===== config.mk =====
export PLATFORM = sky130hd
export DESIGN_NAME = sccb_phase3_writer
export DESIGN_NICKNAME = d
export VERILOG_FILES = /design/src/rtl/sccb_phase3_writer.sv
export SDC_FILE = /design/constraint.sdc
export NUM_CORES = 1
export LEC_CHECK = 0
export CAP_MARGIN = 20
export CORE_MARGIN = 2
export CORE_UTILIZATION = 35
export DETAILED_ROUTE_END_ITERATION = 6
export GPL_ROUTABILITY_DRIVEN = 0
export PLACE_DENSITY = 0.66
export SLEW_MARGIN = 10
export SYNTH_ARGS = -nofsm -noshare
export SYNTH_HDL_FRONTEND = slang
export SYNTH_SLANG_ARGS = --single-unit
export TNS_END_PERCENT = 20

===== constraint.sdc =====
create_clock -name clk -period 2.4 [get_ports clk]
set_clock_uncertainty 0.15 [all_clocks]
set_input_delay 0.48 -clock clk [delete_from_list [all_inputs] [get_ports clk]]
set_output_delay 0.48 -clock clk [all_outputs]
set_load 0.05 [all_outputs]

===== src/rtl/sccb_phase3_writer.sv =====
// SCCB three-phase write master: START, device address, register address, data, STOP.
// One write per edge of the toggle-type send input; ACK slots are driven high and never sampled.
module sccb_phase3_writer #(
    parameter int unsigned CLK_DIV  = 125,
    parameter logic [7:0]  DEV_ADDR = 8'h34
) (
    input  logic       clk,
    input  logic       rst_n,
    input  logic       send,
    input  logic [7:0] address,
    input  logic [7:0] value,
    output logic       SCL,
    output logic       SDA,
    output logic       busy
);

    typedef enum logic [1:0] {IDLE, START, BIT, STOP} state_t;

    state_t      state, state_nx;
    logic        send_q;
    logic        request;
    logic [15:0] div_cnt;
    logic        tick;
    logic [1:0]  quarter;
    logic [3:0]  bit_cnt;
    logic [1:0]  byte_cnt;
    logic [7:0]  addr_q;
    logic [7:0]  value_q;
    logic [7:0]  cur_byte;
    logic [2:0]  bit_idx;
    logic        last_quarter;

    // No reset here: send_q follows send on every edge, so releasing rst_n never looks like a toggle.
    always_ff @(posedge clk) begin
        send_q <= send;
    end

    assign request      = (send != send_q);
    assign tick         = (div_cnt == 16'(CLK_DIV - 1));
    assign last_quarter = tick && (quarter == 2'd3);

    always_ff @(posedge clk or negedge rst_n) begin
        if (!rst_n) begin
            state    <= IDLE;
            div_cnt  <= '0;
            quarter  <= '0;
            bit_cnt  <= '0;
            byte_cnt <= '0;
            addr_q   <= '0;
            value_q  <= '0;
        end else begin
            state <= state_nx;
            if (state == IDLE) begin
                div_cnt  <= '0;
                quarter  <= '0;
                bit_cnt  <= '0;
                byte_cnt <= '0;
                if (request) begin
                    addr_q  <= address;
                    value_q <= value;
                end
            end else if (tick) begin
                div_cnt <= '0;
                quarter <= quarter + 2'd1;
                if (state == BIT && quarter == 2'd3) begin
                    if (bit_cnt == 4'd8) begin
                        bit_cnt  <= '0;
                        byte_cnt <= (byte_cnt == 2'd2) ? 2'd0 : byte_cnt + 2'd1;
                    end else begin
                        bit_cnt <= bit_cnt + 4'd1;
                    end
                end
            end else begin
                div_cnt <= div_cnt + 16'd1;
            end
        end
    end

    always_comb begin
        state_nx = state;
        case (state)
            IDLE:  if (request) state_nx = START;
            START: if (last_quarter) state_nx = BIT;
            BIT:   if (last_quarter && bit_cnt == 4'd8 && byte_cnt == 2'd2) state_nx = STOP;
            STOP:  if (last_quarter) state_nx = IDLE;
            default: state_nx = IDLE;
        endcase
    end

    always_comb begin
        case (byte_cnt)
            2'd0:    cur_byte = DEV_ADDR;
            2'd1:    cur_byte = addr_q;
            default: cur_byte = value_q;
        endcase
        bit_idx = 3'd7 - bit_cnt[2:0];
    end

    // Outputs decode straight from registered state, so SDA moves exactly when a bit's Q0 begins.
    always_comb begin
        SCL  = 1'b1;
        SDA  = 1'b1;
        busy = 1'b1;
        case (state)
            IDLE: busy = 1'b0;
            START: SDA = ~quarter[1];
            BIT: begin
                SCL = quarter[1];
                SDA = (bit_cnt == 4'd8) ? 1'b1 : cur_byte[bit_idx];
            end
            STOP: begin
                SCL = quarter[1];
                SDA = (quarter == 2'd3);
            end
            default: busy = 1'b0;
        endcase
    end

endmodule


After elaboration in Yosys (flattened, before gate mapping). Index checks and enable logic that the tools add are counted.

Add/subtract/negate cells: 5. $lt $le $gt $ge: 1. Eq/ne operators: 13. Muxes and demuxes: 25. Bitwise gates (word level): 1. Reductions and logical operators: 14.

Operators with widths (count): $mux W16 (2); $mux W2 (11); $add A16 B1 Y16 const B (1); $eq A16 B7 Y1 const B (1); $mux W4 (4); $pmux W8 S2 (1); $eq A2 B2 Y1 const B (4); $pmux W2 S4 (1); $ne A2 B2 Y1 const B (3); $reduce_bool A2 Y1 (3); $add A2 B1 Y2 const B (2); $add A4 B1 Y4 const B (1); $eq A2 B1 Y1 const B (2); $eq A4 B4 Y1 const B (1); $logic_and A1 B1 Y1 (4); $logic_not A2 Y1 (2); $lt A3 B4 Y1 const B (1); $mux W1 (4); $reduce_and A2 Y1 (2); $reduce_and A4 Y1 (1); $bmux W1 S3 (1); $pmux W1 S3 (1); $reduce_and A3 Y1 (1); $sub A3 B3 Y3 const A (1); other kinds (4) (4).

Bits in registers: 43. Bits of input ports: 19. Output and inout port bits: 3. Word-level logic and storage cells: 67.

Depth between registers and ports, before layout. Gate-level depths: netlist of run 1.

Word-level depth: 6. Depth in mapped cells: 8. Depth with buffers taken out: 7.

Worst setup path before layout of run 1. Ideal clock, no wire load.

Path kind: register to output. From: reg state[0]. To: out SCL. Arrival: 1.789 ns. Required time: 1.770 ns. Slack: -0.019 ns. Stages on the path, launching flop included: 4. Path buffers: 0. Cells stage by stage: dfrtp_1 inv_1 ha_1 o21ai_0.

Longest elaborated chain between the ends: 3. Elaborated cells between the ends (all ways): 4. Those cells by class: eq/ne: 2; mux: 1; reduce/logical: 1.

Ends and longest elaborated chain: start: declaration (RTL line 19) `state_t state, state_nx;`; start signal: assignment (RTL line 52) `state <= state_nx;`; $eq A2 B2 Y1 (RTL line 104) `case (state)`; $reduce_or A2 Y1 (no line) *; $mux W1 * (RTL line 104); end: declaration (RTL line 12) `output logic SCL,`.

Mark *: on every way between the ends. The rest lies on a longest branch, timed or not.

Worst setup path in the final report of run 1.
From: reg byte_cnt[0]. To: out SDA.

Longest elaborated chain between the ends: 6. Elaborated cells between the ends (all ways): 7. Those cells by class: eq/ne: 1; mux: 5; reduce/logical: 1.

Ends and longest elaborated chain: start: declaration (RTL line 26) `logic [1:0] byte_cnt;`; start signal: assignment (RTL line 68) `byte_cnt <= (byte_cnt == 2'd2) ? 2'd0 : byte_cnt + 2'd1;`; $eq A2 B1 Y1 or $logic_not A2 Y1 (tied branches) (RTL line 91) `case (byte_cnt)`; $pmux W8 S2 * (RTL line 91); $bmux W1 S3 * (RTL line 109) `SDA = (bit_cnt == 4'd8) ? 1'b1 : cur_byte[bit_idx];`; $mux W1 (implied by the code) * (RTL line 109); $mux W1 * (RTL line 109); $pmux W1 S3 * (RTL line 104); end: declaration (RTL line 13) `output logic SDA,`.

Mark *: on every way between the ends. The rest lies on a longest branch, timed or not. The select of a mux whose other input is x is not followed.

==> results by group, run 1 <==
Timing
  – RSZ-0062 raised after global routing: true
  – Peak Freq: 0.378 GHz
  – Final Setup Violations: 4
  – Final setup TNS: -318 ps
  – Slew @ Worst Pin: 504 ps
  – Rel. slew slack: 0.664
  – Final Hold Violating Endpoints: 0
  – Part of the cycle the worst path needs: 1.10
  – Number of max-slew violations in the final report: 0
  – Final Critical Period: 2650 ps
  – Setup ws final: -247 ps

Floorplan
  – DIE AREA: 0.00688 sq mm
  – Core Area: 0.00599 sq mm
  – Overall die height: 83.0 um
  – Initial Utilization: 0.364
  – FP Rows: 28
  – Die Width: 83.0 um
  – I/O pins: 22

CTS
  – H-Tree Depth: 2
  – Root buf cell: clkbuf_8
  – Clock latency on the worst-skew pair: 300 ps
  – Clk buf depth: 2
  – CTS tree: done
  – Post-CTS Setup Repair Bufs: 0
  – Sink Count: 43
  – Worst-path clk slew: 80 ps
  – Total CTS buffers: 5

Power
  – Pwr dens: 904 mW/mm^2
  – P_leak: 1.22 nW
  – VDD IR max: 0.630 mV

Worst setup path
  – Buf+Inv Stages, Crit Path: 2
  – CP delay by family, top: compound AO/OA/AOI/OAI gates
  – CP cell instances: nor2b_2, a221oi_2, o41ai_1, o41ai_2, buf_4, nand2_4, buf_12
  – Worst EP required: 1770 ps
  – CP max stage delay: 400 ps
  – CP arrival: 2020 ps
  – Worst setup SP type: register
  – CP Class: reg2out
  – Critical-path top delay cell: dfrtp_1
  – Crit end category: output port
  – CP max FO: 5

Synthesis
  – Mean post-synth cell area: 10.6 sq um
  – Post-synth top area share: 0.482
  – Yosys top cell by area: dfrtp_1
  – Post-Syn Nets: 233
  – Gate Count Post-Synth: 205
  – Synth top area cells: dfrtp_1, mux2_2, ha_1
  – Synth warn: 0
  – Sequential-to-total area share from yosys stat: 0.491
  – Post-synthesis cell type count: 37
  – Asr flop ratio synth: 0.977
  – Synth Register Bits: 43
  – Syn Std Cell Area: 0.00218 sq mm
  – Post-synth EDFFs: 0
  – Post-synth top flop: dfrtp_1
  – Post-synth top cells: dfrtp_1, nor2_1, mux2_2
  – Most frequent cell after synthesis: dfrtp_1

Cells and area
  – Final instance count without filler cells: 325
  – Ant diodes: 0
  – Share of cells above drive strength 1: 0.252
  – Fin nets: 277
  – Synthesis-to-layout area growth: 30.5%
  – Post-Layout Inst Area: 0.00285 sq mm

Global route
  – M1 GR Usage: 0.194
  – Vias in the first global route: 1617
  – Total gr overflow: 0
  – GR Layer Usage met3: 0.0249
  – All-Layer GR Usage: 0.140
  – Most used routing layer: met2
  – First-pass GRT wire length: 7.89 mm
  – Met2 Resource Use GR: 0.219
  – Antenna violations before repair: 0
  – Pin count of the biggest net entering global routing: 23

Place
  – Dpl cell area: 0.00268 sq mm
  – I/O Buffers: 21
  – HPWL Detailed: 3.24 mm
  – Placed cell count: 316

Run
  – MaxCap Viol Count: 0

Route
  – DRT Pass-1 Iters: 4
  – Via count: 1659
  – Final wirelength: 4.51 mm
  – Post-DRT Antenna Nets: 0
  – Drt initial violations: 109
  – WL per Instance: 13.9 um
  – Via density: 5.10
  – Remaining DRCs: 0

Min path
  – Hold Path Class: reg2reg

Status
  – Failing checks: setup timing
  – Outcome: finished, violations left
power by group:
group          total (mW)  leakage (nW)  internal (mW)  switching (mW)
Clock               0.479        0.0482          0.232           0.247
Sequential           1.05         0.551          0.912           0.134
Combinational        1.05         0.622          0.533           0.516
metrics by stage:
step	worst slack [ps]	utilization	power, mW	hold slack [ps]
finish	-247	0.475	2.57	367
global route	-386	0.475	2.73	394
CTS	-279	0.471	2.60	372
detailed placement	-26.9	0.447	2.08	335
global placement	-6.89	0.447	2.05	331
floorplan	-12.2	-	1.63	34.4
worst paths after layout:
check | startpoint | end | slack, ps | cells after the start
max in group asynchronous | rst_n | byte_cnt[1] | 1060 | 3
hold reg to reg | addr_q[6] | addr_q[6] | 370 | 1
hold / removal | addr_q[6] | addr_q[6] | 370 | 1
setup / recovery | byte_cnt[0] | SDA | -250 | 7
setup reg to reg | div_cnt[0] | bit_cnt[3] | -30 | 7
min in group asynchronous | rst_n | div_cnt[9] | 550 | 2
layout by cell type, fill, tap and decap left out, types with 2 or more instances in the layout:
cell / count
and3_1: 2
a221oi_1: 4
nand4_1: 7
mux2_2: 16
and4_1: 3
buf_12: 5
o21a_1: 5
nor4_1: 2
nand3_1: 8
xnor2_1: 6
clkbuf_8: 6
inv_1: 14
nand2_1: 11
a21oi_1: 4
a221oi_2: 2
buf_4: 20
clkdlybuf4s50_1: 17
dfrtp_1: 41
ha_1: 9
o221ai_2: 2
xor2_1: 10
nor2_1: 25
or4_1: 3
or3_1: 2
o21ai_0: 2
metal layers:
layer | vias to the layer above | share of wire
met3 | 5 | 0.030
met2 | 30 | 0.48
met4 | 0 | 0.016
li1 | 823 | -
met5 | - | 0
met1 | 801 | 0.47
worst reg2reg max path, delay by kind of cell (launching register included):
family	cells	cell delay [ps]
AO/OA/AOI/OAI	1	160
adder cells (fa/ha/maj)	1	120
buffers and inverters	1	60
flip-flops	1	380
AND/OR/NAND/NOR	4	1500
timing repair:
action | in CTS | in global routing
hold buffers | 1 | 0
pin swaps | 4 | 1
endpoints found under the setup margin | 6 | 8
endpoints found under the hold margin | 1 | 0
resized for setup | 8 | 6
cell type report:
class | count | area, sq um
Fill cell | 541 | 3140
Clock buffer | 7 | 86.3
Tap cell | 75 | 93.8
Sequential cell | 43 | 1070
Clock inverter | 1 | 5.00
Timing Repair Buffer | 45 | 447
Multi-Input combinational cell | 140 | 1090
Inverter | 14 | 52.6
logic make-up after synthesis:
family	share of synthesized area
AOI/OAI and AO/OA	0.0958
DFF	0.491
muxes	0.0923
buffers and inverters	0.0384
xor gates and xnor gates	0.0642
and+or+nand+nor	0.167
adders and majority gates	0.0516
flip-flops by register name, summed over array words and instances (netlist names):
signal	flops
addr_q	8
bit_cnt	4
byte_cnt	2
div_cnt	16
quarter	2
send_q	1
state	2
value_q	8
No activity file was read; power rests on OpenSTA's default activity.
==> inputs of run 2 (changes only) <==
--- a/config.mk
+++ b/config.mk
@@ -10,7 +10,7 @@
 export CORE_UTILIZATION = 35
 export DETAILED_ROUTE_END_ITERATION = 6
 export GPL_ROUTABILITY_DRIVEN = 0
-export PLACE_DENSITY = 0.66
+export PLACE_DENSITY = 0.51
 export SLEW_MARGIN = 10
 export SYNTH_ARGS = -nofsm -noshare
 export SYNTH_HDL_FRONTEND = slang
==> results by group, run 2 (synthesized netlist as in run 1, its figures left out) <==
Status
  – Outcome: finished, violations left (unchanged)
  – Failing checks: setup timing (unchanged)

Global route
  – Total gr overflow: 0 (unchanged)
  – GR Layer Usage met3: 0.0278 (was 0.0249)
  – All-Layer GR Usage: 0.144 (was 0.140)
  – M1 GR Usage: 0.224 (was 0.194)
  – First-pass GRT wire length: 8.20 mm (was 7.89 mm)
  – Vias in the first global route: 1664 (was 1617)
  – Most used routing layer: met1 (was met2)
  – Met2 Resource Use GR: 0.198 (was 0.219)
  – Antenna violations before repair: 0 (unchanged)
  – Pin count of the biggest net entering global routing: 23 (unchanged)

Cells and area
  – Share of cells above drive strength 1: 0.264 (was 0.252)
  – Register area: 0.00107 sq mm (about the same)
  – Commonest non-fill, non-tap cell in the layout: dfrtp_1 (unchanged)
  – Synthesis-to-layout area growth: 30.5% (unchanged)
  – Most frequent cells in the layout: dfrtp_1, nor2_1, buf_4 (unchanged)
  – Multi-input gate area: 0.00111 sq mm (was 0.00109 sq mm)
  – Fin nets: 277 (unchanged)
  – Ant diodes: 0 (unchanged)
  – Fill cells: 576 (was 541)
  – Largest Register: div_cnt (unchanged)
  – Post-layout util: 0.475 (unchanged)
  – Largest registers: div_cnt (16), addr_q (8), value_q (8) (unchanged)
  – Max reg flops: 16 (unchanged)

Route
  – WL per Instance: 14.1 um (was 13.9 um)
  – Final wirelength: 4.58 mm (was 4.51 mm)
  – Post-DRT Antenna Nets: 0 (unchanged)
  – Remaining DRCs: 0 (unchanged)
  – DRT Pass-1 Iters: 4 (unchanged)
  – Drt initial violations: 55 (was 109)
  – Via density: 5.04 (was 5.10)
  – Via count: 1639 (was 1659)

Timing
  – Rel. slew slack: 0.677 (was 0.664)
  – Final Setup Violations: 6 (was 4)
  – Hold_ws: 373 ps (was 367 ps)
  – Final Hold Violating Endpoints: 0 (unchanged)
  – Number of max-slew violations in the final report: 0 (unchanged)
  – Slew @ Worst Pin: 484 ps (was 504 ps)
  – Peak Freq: 0.384 GHz (was 0.378 GHz)
  – Setup ws final: -204 ps (was -247 ps)
  – Final Critical Period: 2600 ps (was 2650 ps)
  – Final setup TNS: -413 ps (was -318 ps)
  – Part of the cycle the worst path needs: 1.08 (was 1.10)
  – RSZ-0062 raised after global routing: true (unchanged)

Worst setup path
  – Worst EP required: 1770 ps (about the same)
  – Worst setup SP type: register (unchanged)
  – CP delay by family, top: compound AO/OA/AOI/OAI gates (unchanged)
  – CP max FO: 7 (was 5)
  – CP Class: reg2out (unchanged)
  – CP cell instances: buf_6, a221oi_2, o41ai_1, o41ai_2, nand2_1, buf_12 (was nor2b_2, a221oi_2, o41ai_1, o41ai_2, buf_4, nand2_4, buf_12)
  – CP arrival: 1970 ps (was 2020 ps)
  – CP max stage delay: 450 ps (was 400 ps)
  – RR Startpoint: div_cnt[0] (unchanged)
  – Critical Path Source: byte_cnt[1] (was byte_cnt[0])
  – Critical-path top delay cell: dfrtp_2 (was dfrtp_1)
  – Buf+Inv Stages, Crit Path: 2 (unchanged)
  – Crit end category: output port (unchanged)

CTS
  – Root buf cell: clkbuf_8 (unchanged)
  – Worst-path clk slew: 80 ps (about the same)
  – Clk buf depth: 2 (unchanged)
  – Sink Count: 43 (unchanged)
  – Total CTS buffers: 5 (unchanged)
  – CTS tree: done (unchanged)
  – Clock latency on the worst-skew pair: 290 ps (was 300 ps)
  – H-Tree Depth: 2 (unchanged)

Power
  – P_leak: 1.22 nW (about the same)
  – P_int: 1.64 mW (was 1.68 mW)
  – Pwr dens: 892 mW/mm^2 (was 904 mW/mm^2)
  – Sw Ratio: 0.353 (was 0.348)
  – Sw Pwr: 0.898 mW (was 0.897 mW)
  – Combinational share of power: 0.410 (was 0.407)
  – Clock power frac: 0.172 (was 0.186)
  – VDD IR max: 0.599 mV (was 0.630 mV)
  – Sequential cell fraction of total power: 0.418 (was 0.406)

Place
  – HPWL Detailed: 3.40 mm (was 3.24 mm)
  – I/O Buffers: 21 (unchanged)

Floorplan
  – DIE AREA: 0.00688 sq mm (unchanged)
  – Die Width: 83.0 um (unchanged)
  – Overall die height: 83.0 um (unchanged)
  – Initial Utilization: 0.364 (unchanged)
  – FP Rows: 28 (unchanged)
  – I/O pins: 22 (unchanged)
  – Core Area: 0.00599 sq mm (unchanged)

Min path
  – Hold Startpoint: addr_q[5] (was addr_q[6])
  – Hold Path Class: reg2reg (unchanged)

Run
  – MaxCap Viol Count: 0 (unchanged)
run 2: cell count changes in the layout (fill, tap and decap cells not counted), sizes merged:
cell	delta
clkbuf	-2
clkinv	+2
run 2: path summary, 6_finish.rpt:
path / to / slack [ps] / depth (start not counted)
max in group asynchronous: bit_cnt[0] / 1070 / 3
worst max register to register: bit_cnt[3] / -60 / 7
worst min register to register: addr_q[5] / 370 / 1
worst min-delay path: addr_q[5] / 370 / 1
worst max-delay path: SDA / -200 / 6
min in group asynchronous: div_cnt[2] / 530 / 2
run 2: power groups by stage:
| stage | clock network, mW | logic, mW | registers [mW] |
|---|---|---|---|
| 2_1_floorplan | 0 | 0.615 | 1.01 |
| 3_3_place_gp | 0 | 1.02 | 1.06 |
| 3_5_place_dp | 0 | 1.03 | 1.05 |
| 4_1_cts | 0.465 | 1.06 | 1.05 |
| 5_1_grt | 0.500 | 1.14 | 1.08 |
| 6_report | 0.436 | 1.04 | 1.06 |
run 2: what timing repair did:
item,4_1_cts,5_1_grt
setup endpoints to repair,6,8
hold buffers,1,0
buffers inserted,2,0
pin swaps,1,2
gates resized for setup,10,7
cloned,0,0
endpoints found under the hold margin,13,0
run 2: cell type report:
class,count,share of cell area
Clock buffer,5,0.0242
Clock inverter,3,0.00527
Inverter,14,0.0185
Multi-Input combinational cell,140,0.390
Sequential cell,43,0.377
Tap cell,75,0.0330
Timing Repair Buffer,45,0.152
run 2: per-stage QoR:
step           power, mW  instances  cell area (sq um)  setup WS (ps)
2_1_floorplan       1.63        205               2180          -12.2
3_3_place_gp        2.08        314               2650          -35.3
3_5_place_dp        2.09        314               2650           -100
4_1_cts             2.57        325               2810           -207
5_1_grt             2.72        325               2850           -326
6_report            2.54        325               2850           -204
run 2: per-layer routing:
metal,routed length [um],vias up,share of wire
li1,-,819,-
met1,2490,800,0.54
met2,1960,18,0.43
met3,81,2,0.018
met4,41,0,0.0090
met5,0,-,0
run 2: worst reg2reg max path, cell delays in order (launching register included):
cell and delay [ps]:
dfrtp_1 380, inv_1 60, ha_1 140, or4b_4 480, nor4b_4 280, nand4_1 280
or4_1 480, a21oi_1 150
==> inputs of run 3 (changes only) <==
--- a/config.mk
+++ b/config.mk
@@ -5,9 +5,11 @@
 export SDC_FILE = /design/constraint.sdc
 export NUM_CORES = 1
 export LEC_CHECK = 0
+export ABC_AREA = 1
 export CAP_MARGIN = 20
-export CORE_MARGIN = 2
+export CORE_MARGIN = 1
 export CORE_UTILIZATION = 35
+export CTS_CLUSTER_DIAMETER = 60
 export DETAILED_ROUTE_END_ITERATION = 6
 export GPL_ROUTABILITY_DRIVEN = 0
 export PLACE_DENSITY = 0.51
==> results by group, run 3 <==
Worst setup path
  – CP arrival: 1760 ps (was 1970 ps)
  – CP cell instances: clkinvlp_4, nor2_1, nor2_1, nand2_1, nand3_1, nand2_1, inv_1, nand2_1, nand2_1, nand2_1, nand2_2, buf_12 (was buf_6, a221oi_2, o41ai_1, o41ai_2, nand2_1, buf_12)
  – CP max stage delay: 430 ps (was 450 ps)
  – Crit end category: output port (unchanged)
  – CP max FO: 8 (was 7)
  – Critical-path top delay cell: dfrtp_2 (unchanged)
  – Worst EP required: 1770 ps (about the same)
  – Worst setup SP type: register (unchanged)
  – CP Class: reg2out (unchanged)
  – Crit path top cell by count: nand2_1

Min path
  – Hold Path Class: in2async (was reg2reg)

Synthesis
  – Yosys top cell by area: dfrtp_1 (unchanged)
  – Most frequent cell after synthesis: nand2_1 (was dfrtp_1)
  – Synth warn: 0 (unchanged)
  – Post-Syn Nets: 311 (was 233)
  – Syn Std Cell Area: 0.00236 sq mm (was 0.00218 sq mm)
  – Gate Count Post-Synth: 283 (was 205)
  – Asr flop ratio synth: 0.977 (unchanged)
  – Sequential-to-total area share from yosys stat: 0.454 (was 0.491)
  – Synth top area cells: dfrtp_1, nand2_1, inv_1 (was dfrtp_1, mux2_2, ha_1)
  – Post-synthesis cell type count: 31 (was 37)
  – Post-synth top area share: 0.445 (was 0.482)
  – Mean post-synth cell area: 8.34 sq um (was 10.6 sq um)
  – Post-synth EDFFs: 0 (unchanged)
  – Post-synth top flop: dfrtp_1 (unchanged)
  – Post-synth top cells: nand2_1, dfrtp_1, inv_1 (was dfrtp_1, nor2_1, mux2_2)
  – Synth Register Bits: 43 (unchanged)

Place
  – Pre-CTS WS: 216 ps (was -100 ps)
  – Placed cell count: 381 (was 314)
  – Dpl cell area: 0.00272 sq mm (was 0.00265 sq mm)
  – I/O Buffers: 21 (unchanged)
  – HPWL Detailed: 3.64 mm (was 3.40 mm)

Floorplan
  – FP Rows: 29 (was 28)
  – Initial Utilization: 0.368 (was 0.364)
  – Overall die height: 84.1 um (was 83.0 um)
  – DIE AREA: 0.00708 sq mm (was 0.00688 sq mm)
  – Die Width: 84.1 um (was 83.0 um)
  – Core Area: 0.00642 sq mm (was 0.00599 sq mm)
  – I/O pins: 22 (unchanged)

Route
  – Drt initial violations: 80 (was 55)
  – Post-DRT Antenna Nets: 0 (unchanged)
  – Remaining DRCs: 2 (was 0)
  – Via density: 4.77 (was 5.04)
  – Via count: 1871 (was 1639)
  – DRT Pass-1 Iters: 6 (was 4)
  – WL per Instance: 12.6 um (was 14.1 um)
  – Final wirelength: 4.93 mm (was 4.58 mm)

Cells and area
  – Post-Layout Inst Area: 0.00284 sq mm (was 0.00285 sq mm)
  – Fin nets: 342 (was 277)
  – Synthesis-to-layout area growth: 20.3% (was 30.5%)
  – Commonest non-fill, non-tap cell in the layout: nand2_1 (was dfrtp_1)
  – Final instance count without filler cells: 392 (was 325)
  – Largest Register: div_cnt (unchanged)
  – Fill cells: 658 (was 576)
  – Max reg flops: 16 (unchanged)
  – Ant diodes: 0 (unchanged)
  – Most frequent cells in the layout: nand2_1, dfrtp_1, inv_1 (was dfrtp_1, nor2_1, buf_4)
  – Largest registers: div_cnt (16), addr_q (8), value_q (8) (unchanged)
  – Share of cells above drive strength 1: 0.165 (was 0.264)

Timing
  – Number of max-slew violations in the final report: 0 (unchanged)
  – Final setup TNS: 0 ps (was -413 ps)
  – Final Critical Period: 2390 ps (was 2600 ps)
  – Setup ws final: 8.85 ps (was -204 ps)
  – Part of the cycle the worst path needs: 0.996 (was 1.08)
  – Peak Freq: 0.418 GHz (was 0.384 GHz)
  – Final Setup Violations: 0 (was 6)
  – Rel. slew slack: 0.652 (was 0.677)
  – Hold_ws: -3.69 ps (was 373 ps)
  – Final Hold Violating Endpoints: 3 (was 0)
  – Slew @ Worst Pin: 522 ps (was 484 ps)
  – RSZ-0062 raised after global routing: true (unchanged)

CTS
  – CTS tree: done (unchanged)
  – Hold Buf Count CTS: 0 (was 1)
  – Sink Count: 43 (unchanged)
  – H-Tree Depth: 2 (unchanged)
  – Worst-path clk slew: 80 ps (about the same)
  – Clk buf depth: 2 (unchanged)
  – Clock latency on the worst-skew pair: 300 ps (was 290 ps)
  – Total CTS buffers: 5 (unchanged)
  – Root buf cell: clkbuf_8 (unchanged)

Global route
  – First-pass GRT wire length: 8.49 mm (was 8.20 mm)
  – Antenna violations before repair: 0 (unchanged)
  – Total gr overflow: 0 (unchanged)
  – Pin count of the biggest net entering global routing: 23 (unchanged)
  – All-Layer GR Usage: 0.152 (was 0.144)
  – Vias in the first global route: 1811 (was 1664)

Run
  – MaxCap Viol Count: 0 (unchanged)

Power
  – VDD IR max: 0.705 mV (was 0.599 mV)
  – P_leak: 1.30 nW (was 1.22 nW)
  – Pwr Total: 2.91 mW (was 2.54 mW)
  – Pwr dens: 1030 mW/mm^2 (was 892 mW/mm^2)

Status
  – Outcome: finished, violations left (unchanged)
  – Failing checks: DRC, hold timing (was setup timing)
==> run 3: cell count changes after synthesis, moves of 7 or more <==
cell     change
nand2_1     +51
nand3_1     +15
a21oi_1      +8
o21ai_1     +10
inv_1       +22
nor3_1       +7
==> run 3: timing repair <==
action                     4_1_cts  5_1_grt
resized for setup                3        4
setup endpoints to repair        1        2
buffers inserted                 2        1
pin swaps                        0        5
cloned                           0        0
==> run 3: logic make-up after synthesis <==
family,synth area share
AOI/OAI and AO/OA,0.0578
xor gates and xnor gates,0.0223
adders and majority gates,0.0477
buffers and inverters,0.0699
DFF,0.454
muxes,0.0572
and+or+nand+nor,0.291
==> run 3: critical path: cells and delay by family, from the launching register on <==
| kind | cells | cell delay, ps |
|---|---|---|
| buffers and inverters | 3 | 390 |
| DFF | 1 | 430 |
| and+or+nand+nor | 9 | 640 |
==> run 3: path summary, 6_finish.rpt <==
kind / start / to / slack, ps / cells past startpoint
worst min-delay path: rst_n / div_cnt[8] / -4 / 1
max in group asynchronous: rst_n / byte_cnt[1] / 1590 / 2
worst min register to register: div_cnt[0] / div_cnt[0] / 340 / 1
worst max-delay path: byte_cnt[1] / SDA / 9 / 12
worst max register to register: div_cnt[9] / quarter[1] / 550 / 8
min in group clk: div_cnt[0] / div_cnt[0] / 340 / 1
==> run 3: final cells by class <==
type                       instances  area (sq um)  share of cell area
clock buffer                       7          76.3              0.0269
clock inverter                     1          5.00             0.00176
inverter                          37           146              0.0515
multi-input combinational        198          1130               0.400
sequential                        43          1070               0.378
tap                               77          96.3              0.0339
timing repair buffer              29           308               0.108
==> run 3: power by group <==
| group | total (mW) | internal, mW | switching, mW |
|---|---|---|---|
| sequential | 1.09 | 0.939 | 0.150 |
| combinational | 1.37 | 0.591 | 0.781 |
| clock | 0.451 | 0.205 | 0.247 |
| total | 2.91 | 1.73 | 1.18 |
==> run 3: per-layer routing <==
layer / GRT usage / wire [um]
met4: 0.0564 / 69
met5: 0 / 0
met3: 0.0324 / 138
met1: 0.205 / 2520
met2: 0.241 / 2200
==> run 3: through the flow <==
step            util  hold slack [ps]
5_1_grt        0.442             43.0
4_1_cts        0.439             18.0
6_report       0.442            -3.69
3_5_place_dp   0.423              328
3_3_place_gp   0.423              328
2_1_floorplan      -             34.4
